### config.mk
export PLATFORM = sky130hd
export DESIGN_NAME = mem_stage
export DESIGN_NICKNAME = d
export VERILOG_FILES = /design/src/rtl/mem_stage.sv
export SDC_FILE = /design/constraint.sdc
export NUM_CORES = 1
export LEC_CHECK = 0
export ABC_AREA = 1
export CAP_MARGIN = 20
export CORE_ASPECT_RATIO = 1.4
export CORE_MARGIN = 3
export CORE_UTILIZATION = 28
export CTS_BUF_LIST = sky130_fd_sc_hd__clkbuf_8
export CTS_CLUSTER_DIAMETER = 60
export DETAILED_ROUTE_END_ITERATION = 8
export GPL_TIMING_DRIVEN = 1
export PLACE_DENSITY = 0.79
export SETUP_SLACK_MARGIN = 0.2
export SLEW_MARGIN = 25
export SYNTH_ARGS = -nofsm -noshare
export SYNTH_HDL_FRONTEND = slang
export SYNTH_SLANG_ARGS = --single-unit
### constraint.sdc
create_clock -name clk -period 2.1 [get_ports clk]
set_input_delay 0.21 -clock clk [delete_from_list [all_inputs] [get_ports clk]]
set_output_delay 0.21 -clock clk [all_outputs]
set_load 0.1 [all_outputs]
### src/rtl/mem_stage.sv
// ---------------------------------------------------------------------------
// mem_stage
//
// Memory-stage controller between the execute/memory and memory/writeback
// pipeline registers. Issues loads and stores to a multi-cycle data memory
// over a request/stall/done handshake and blocks misaligned (odd-address)
// accesses. It freezes the pipeline while an access is outstanding and gives
// up on an access that stays in BUSY for TIMEOUT cycles.
//
// Parameters:
//   TIMEOUT       cycles allowed in BUSY before the access is abandoned (1..255)
//
// Ports:
//   clk, rst      clock (rising edge) and asynchronous active-high reset
//   XM_aluOut     effective address           -> mem_addr (pass-through)
//   XM_writeData  store data                  -> mem_data_in (pass-through)
//   XM_memRead    instruction is a load (wins when both read and write are set)
//   XM_memWrite   instruction is a store
//   XM_flush      instruction is squashed; no access is made
//   mem_rd/mem_wr read / write request strobes
//   mem_data_out  memory read data, valid with mem_done
//   mem_stall     memory did not accept this cycle's request
//   mem_done      access complete
//   readData      load result (zero unless a read completes this cycle)
//   stall_m       freezes PC and all pipeline registers
//   align_err_m   misaligned access detected
//   timeout_err   one-cycle pulse when an access is abandoned
//   busy          high while the FSM is in BUSY
// ---------------------------------------------------------------------------
module mem_stage #(
  parameter int TIMEOUT = 15
) (
  input  logic        clk,
  input  logic        rst,
  input  logic [15:0] XM_aluOut,
  input  logic [15:0] XM_writeData,
  input  logic        XM_memRead,
  input  logic        XM_memWrite,
  input  logic        XM_flush,
  output logic [15:0] mem_addr,
  output logic [15:0] mem_data_in,
  output logic        mem_rd,
  output logic        mem_wr,
  input  logic [15:0] mem_data_out,
  input  logic        mem_stall,
  input  logic        mem_done,
  output logic [15:0] readData,
  output logic        stall_m,
  output logic        align_err_m,
  output logic        timeout_err,
  output logic        busy
);

  localparam logic [7:0] LP_TIMEOUT = 8'(TIMEOUT);

  typedef enum logic {
    ST_IDLE = 1'b0,
    ST_BUSY = 1'b1
  } state_t;

  state_t     r_state;
  state_t     w_nextState;
  logic [7:0] r_cnt;
  logic [7:0] w_nextCnt;
  logic       r_rdPend;
  logic       w_nextRdPend;

  logic       w_acc;
  logic       w_mis;
  logic       w_req;
  logic       w_timedOut;

  // Request decode: a squashed instruction makes no access, and an odd
  // address turns an access into an alignment error instead of a request.
  assign w_acc      = (XM_memRead | XM_memWrite) & ~XM_flush;
  assign w_mis      = w_acc & XM_aluOut[0];
  assign w_req      = w_acc & ~w_mis;
  assign w_timedOut = ~mem_done & (r_cnt == LP_TIMEOUT);

  assign mem_addr    = XM_aluOut;
  assign mem_data_in = XM_writeData;
  assign busy        = (r_state == ST_BUSY);

  // State register: FSM state, BUSY cycle counter and the captured
  // read/write direction of the outstanding access.
  always_ff @(posedge clk or posedge rst) begin
    if (rst) begin
      r_state  <= ST_IDLE;
      r_cnt    <= 8'd0;
      r_rdPend <= 1'b0;
    end else begin
      r_state  <= w_nextState;
      r_cnt    <= w_nextCnt;
      r_rdPend <= w_nextRdPend;
    end
  end

  // Next-state logic. A request that the memory accepted but did not finish
  // moves to BUSY with the counter at 1; BUSY leaves on done or when the
  // counter reaches TIMEOUT.
  always_comb begin
    w_nextState  = r_state;
    w_nextCnt    = r_cnt;
    w_nextRdPend = r_rdPend;
    case (r_state)
      ST_IDLE: begin
        if (w_req && !mem_stall && !mem_done) begin
          w_nextState  = ST_BUSY;
          w_nextCnt    = 8'd1;
          w_nextRdPend = XM_memRead;
        end
      end
      ST_BUSY: begin
        if (mem_done || w_timedOut) begin
          w_nextState = ST_IDLE;
          w_nextCnt   = 8'd0;
        end else begin
          w_nextCnt = r_cnt + 8'd1;
        end
      end
      default: begin
        w_nextState = ST_IDLE;
        w_nextCnt   = 8'd0;
      end
    endcase
  end

  // Output logic. In IDLE the strobe is driven every cycle the request is
  // pending, so a request refused via mem_stall is simply re-driven. In BUSY
  // the upstream inputs are frozen, so only the captured direction matters.
  always_comb begin
    mem_rd      = 1'b0;
    mem_wr      = 1'b0;
    readData    = 16'd0;
    stall_m     = 1'b0;
    align_err_m = 1'b0;
    timeout_err = 1'b0;
    case (r_state)
      ST_IDLE: begin
        mem_rd      = w_req & XM_memRead;
        mem_wr      = w_req & ~XM_memRead;
        stall_m     = w_req & ~mem_done;
        align_err_m = w_mis;
        if (w_req && XM_memRead && mem_done) begin
          readData = mem_data_out;
        end
      end
      ST_BUSY: begin
        stall_m     = ~mem_done & ~w_timedOut;
        timeout_err = w_timedOut;
        if (mem_done && r_rdPend) begin
          readData = mem_data_out;
        end
      end
      default: begin
        stall_m = 1'b0;
      end
    endcase
  end

endmodule

**Word level (Yosys, flattened, before mapping)**

Index checks and enable logic that the tools add are counted.

- Register bits: 10
- Input bits: 55
- Word-level logic and storage cells: 44

- $add $sub $neg: 1
- Equality and inequality tests: 2
- Muxes and demuxes: 14
- Bitwise gates (word level): 15
- Reductions and logical operators: 9

Operators by type and width:

| operator | count |
|---|---|
| 2-to-1 mux 16 bit | 2 |
| case mux 16 bit (2 select lines) | 1 |
| 2-to-1 mux 8 bit | 2 |
| case mux 8 bit (2 select lines) | 1 |
| adder 8 x 1 -> 8 bit (second input constant) | 1 |
| bitwise AND 1 bit | 8 |
| equality test 8 x 4 -> 1 bit (second input constant) | 1 |
| 2-to-1 mux 1 bit | 6 |
| inverter 1 bit | 6 |
| logical AND 1 bit | 5 |
| case mux 1 bit (2 select lines) | 2 |
| zero test 1 bit | 2 |
| inequality test 2 bit (second input constant) | 1 |
| AND reduction 2 bit | 1 |
| logical OR 1 bit | 1 |
| bitwise OR 1 bit | 1 |

**Longest topological paths before layout**

- Depth in word-level cells: 9
- Depth in mapped cells: 7
- Depth with buffers taken out: 7

**Worst setup path before layout**

Ideal clock, no wire load.

- Kind: register -> output
- Start point: register r_state, in the netlist busy
- End point: output port timeout_err
- Data arrival time: 3.291 ns
- Required time: 1.890 ns
- Setup slack: -1.401 ns
- Stages on the path, launching flop included: 3
- Buffers on the path: 0
- Path through: dfrtp_1 > nand2_1 > nor3_1

- Cells in the longest elaborated chain, start to end: 1

RTL lines:

| item | line | text |
|---|---|---|
| start: declaration | 61 | `state_t r_state;` |
| start signal: assignment | 92 | `r_state <= w_nextState;` |
| 2-to-1 mux 1 bit | 138 | `case (r_state)` |
| end: declaration | 50 | `output logic timeout_err,` |

No other way between the ends.

**Worst setup path after layout**

- Start point: input port XM_aluOut[0]
- End point: output port readData[7]

- Cells in the longest elaborated chain, start to end: 7

RTL lines:

| item | line | text |
|---|---|---|
| start: declaration | 35 | `input logic [15:0] XM_aluOut,` |
| bitwise AND 1 bit | 76 | `assign w_mis = w_acc & XM_aluOut[0];` |
| inverter 1 bit | 77 | `assign w_req = w_acc & ~w_mis;` |
| bitwise AND 1 bit | 77 |  |
| logical AND 1 bit (2 in a row) | 144 | `if (w_req && XM_memRead && mem_done) begin` |
| 2-to-1 mux 16 bit | 144 |  |
| case mux 16 bit (2 select lines) | 138 |  |
| end: declaration | 47 | `output logic [15:0] readData,` |

No other way between the ends.

==> impl_metrics.tcl <==
set metrics [dict create \
    path_cells "clkdlybuf4s50_1, inv_1, nand4_2, buf_12, a21oi_4, buf_12" \
    synth.area.mux_share_pct 0 \
    critPathKind "primary input to output port" \
    finClkSkew_ns 0.00943 \
    fin_nets 239 \
    max_freq_mhz 545 \
    slew_violations 0 \
    crit_path_frequent_cell "buf_12" \
    synth.cell_area_sq_um 1040 \
    critPathLaunch "XM_aluOut[0]" \
    grt_pass1_wl_um 4740 \
    critical_path.top_delay_family "buffers and inverters" \
    fillers 296 \
    grtUsageTotal_pct 13.4 \
    initial_utilization_pct 30.1 \
    drt_iter0_markers 7 \
    antenna_cells 0 \
    dpl.hpwl_um 2200 \
    port_buffers 46 \
    crit_path_end_kind "output port" \
    htree_levels 1 \
    synth-main-ff-cell "dfrtp_1" \
    cts_buffer_depth 2 \
    worst_r2r_path_depth 7 \
    numCtsBuffers 3 \
    synthSimpleGateAreaFrac_pct 34.1 \
    cpMaxStageDelayCell "clkdlybuf4s50_1" \
    grt_pass1_vias 1055 \
    rr_endpoint "r_cnt[6]" \
    die_area_sq_um 4510 \
    min_path_type "primary input to asynchronous set/reset pin" \
    finalCritPeriodShare_pct 87.4 \
    tritoncts "yes" \
    wl_met1_um 924 \
    area_delta_synth_final_pct 77.9 \
    yosys.area_share.xor_xnor_pct 0 \
    die_y_um 78.2 \
    drv_cap 0 \
    p_sw_share_pct 40.9 \
    fin_cells 222 \
    num_io_pins 109 \
    wl_met2_um 1530 \
    async_flop_share_pct 100 \
    yosysMostFrequentCell "nand2_1" \
    place_congestion 0.749 \
    antenna_found_initial 0 \
    synth_top_area_share_pct 24.0 \
    slew_headroom_pct 74.4 \
    start_kind "primary input" \
    syn_nets 218 \
    clk_pin_slew_ns 0.05 \
    status "complete, no violations" \
    synth_compound_area_share_pct 10.2 \
    max_stage_delay_ns 0.49 \
    core_sq_um 3470 \
    p_leak_nw 0.810 \
    drc 0 \
    p_per_area_nw_per_um2 452 \
    synthTopCellsByArea "dfrtp_1, buf_4, nand2_1" \
    fin_crit_ns 1.84 \
    clockPowerShare_pct 24.4 \
    dp.cells 217 \
    synth_top_cell_by_area "dfrtp_1" \
    avgRoutedWirePerCell_um 12.6 \
    synth_enable_flop_cells 0 \
    netSwitchingPower_w 0.000343 \
    cts_sinks 10 \
    yosys_warnings 0 \
    critPathBufInv 4 \
    regToRegSetupSlack_ns 0.74 \
    p_int_w 0.000496 \
    rows 25 \
    avgSynthCellArea_sq_um 6.44 \
    critPathRequiredTime_ns 1.89 \
    yosys-top-cells-count "nand2_1, buf_4, nand3_1" \
    root_buffer "clkbuf_8" \
    setup_tns_ns 0 \
    routed.top_layer "met4" \
    synthAdderAreaFrac_pct 1.20 \
    reg2reg_from "r_cnt[0]" \
    viasPerCell 4.98 \
    p_comb_share_pct 48.3 \
    clock_latency_ns 0.24 \
    synth_seq_cells 10 \
    drive_gt1_share_pct 34.6 \
    tightest_slew_ns 0.384 \
    grt_max_degree 17 \
    synth_top_family_by_area "simple AND/OR/NAND/NOR gates" \
    seqPwrFrac_pct 27.3 \
    vias 1105 \
    drtAntennaViolNets 0 \
    rsz0062_at_grt "no" \
    postCtsSetupRepairBufs 0 \
    final_hold_viol_count 0 \
    vdd_drop_max_mv 0.346 \
    hold_buffers 0 \
    routed_wl_um 2800 \
    synth_cell_types 20 \
    overflow 0 \
    ys_seq_area_share_pct 24.0 \
    drt_pre_antenna_iters 4 \
    die_w_um 57.6 \
    synthCells 162 \
    cp_max_fo 16 \
    worstPathArrival_ns 1.63 \
    dr_wl_met3_um 193 \
    setup_violations 0 \
]
-- worst reg2reg max path, cell delays in order (launching register included) --
cell     delay [ns]
dfrtp_1        0.36
ha_1           0.19
nand3_1        0.17
nor2_1         0.18
nor2_2         0.05
buf_4          0.16
nand3_1        0.07
nand2_1        0.05
-- registers in the layout (all words and copies together) (netlist names) --
name and count:
r_cnt 8, busy 1, r_rdPend 1
-- worst max path at each step --
stage | to | slack (ns) | cells after the start
after detailed placement | readData[7] | 0.21 | 7
final | readData[7] | 0.26 | 6
after floorplan | mem_rd | 0.16 | 3
after CTS | readData[4] | 0.23 | 4
after global routing | readData[11] | 0.21 | 6
after global placement | readData[11] | 0.23 | 7
-- final cells by class --
class	instances	area (sq um)	area share, %
repair buffers	51	731	39.4
flip-flops and latches	10	254	13.7
multi-input cells	103	722	38.9
inverters	14	55.1	2.96
clock buffers	3	41.3	2.22
well taps	40	50.0	2.70
clock inverters	1	3.75	0.202
-- metal layers --
| metal | global-route usage (%) | vias up |
|---|---|---|
| met5 | 0 | - |
| met4 | 11.6 | 0 |
| met3 | 2.96 | 22 |
| met2 | 22.3 | 40 |
| met1 | 13.6 | 513 |
| li1 | - | 530 |
-- logic make-up after synthesis --
kind of cell / count (synthesis)
adders and majority gates: 1
buffers and inverters: 50
and+or+nand+nor: 81
AOI/OAI and AO/OA: 20
DFF: 10
-- metrics by stage --
stage	cell area (sq um)	utilization (%)	total power (W)	setup slack, ns	hold WS [ns]
5_1_grt	1860	53.5	0.000889	0.214	0.275
3_5_place_dp	1790	51.7	0.000634	0.211	0.421
2_1_floorplan	1290	-	0.000767	0.164	0.0502
6_report	1860	53.5	0.000839	0.264	0.249
3_3_place_gp	1790	51.7	0.000629	0.227	0.421
4_1_cts	1840	52.9	0.000845	0.229	0.255
-- cell usage in the layout, fill, tap and decap left out --
cell type	Yosys	final
o21ai_0	2	1
clkbuf_8	0	3
buf_12	0	23
buf_4	33	4
dfrtp_4	0	1
nand2_4	0	1
nor2_2	3	5
nor3_4	0	2
dlygate4sd2_1	0	1
o21a_4	0	2
a21oi_4	0	16
ha_1	1	1
o21ai_4	0	1
nand4_1	1	1
nor2_1	9	7
buf_6	1	1
inv_1	13	14
nand3_1	20	20
dfrtp_1	10	9
inv_4	0	1
o21bai_1	1	1
nand2_1	43	42
or2_2	2	2
nand4_2	1	1
clkdlybuf4s50_1	0	22
-- power groups by stage --
stage	Sequential, W	Clock [W]	Combinational, W
2_1_floorplan	0.000234	0	0.000533
3_3_place_gp	0.000230	0	0.000400
3_5_place_dp	0.000230	0	0.000404
4_1_cts	0.000228	0.000214	0.000404
5_1_grt	0.000232	0.000225	0.000432
6_report	0.000229	0.000205	0.000405
-- what timing repair did --
item,in CTS,in global routing
resized for setup,1,2
setup endpoints to repair,3,16
hold endpoints to repair,0,0
pin swaps,0,1
gates cloned,0,1
(Power assumes the default switching activity.)
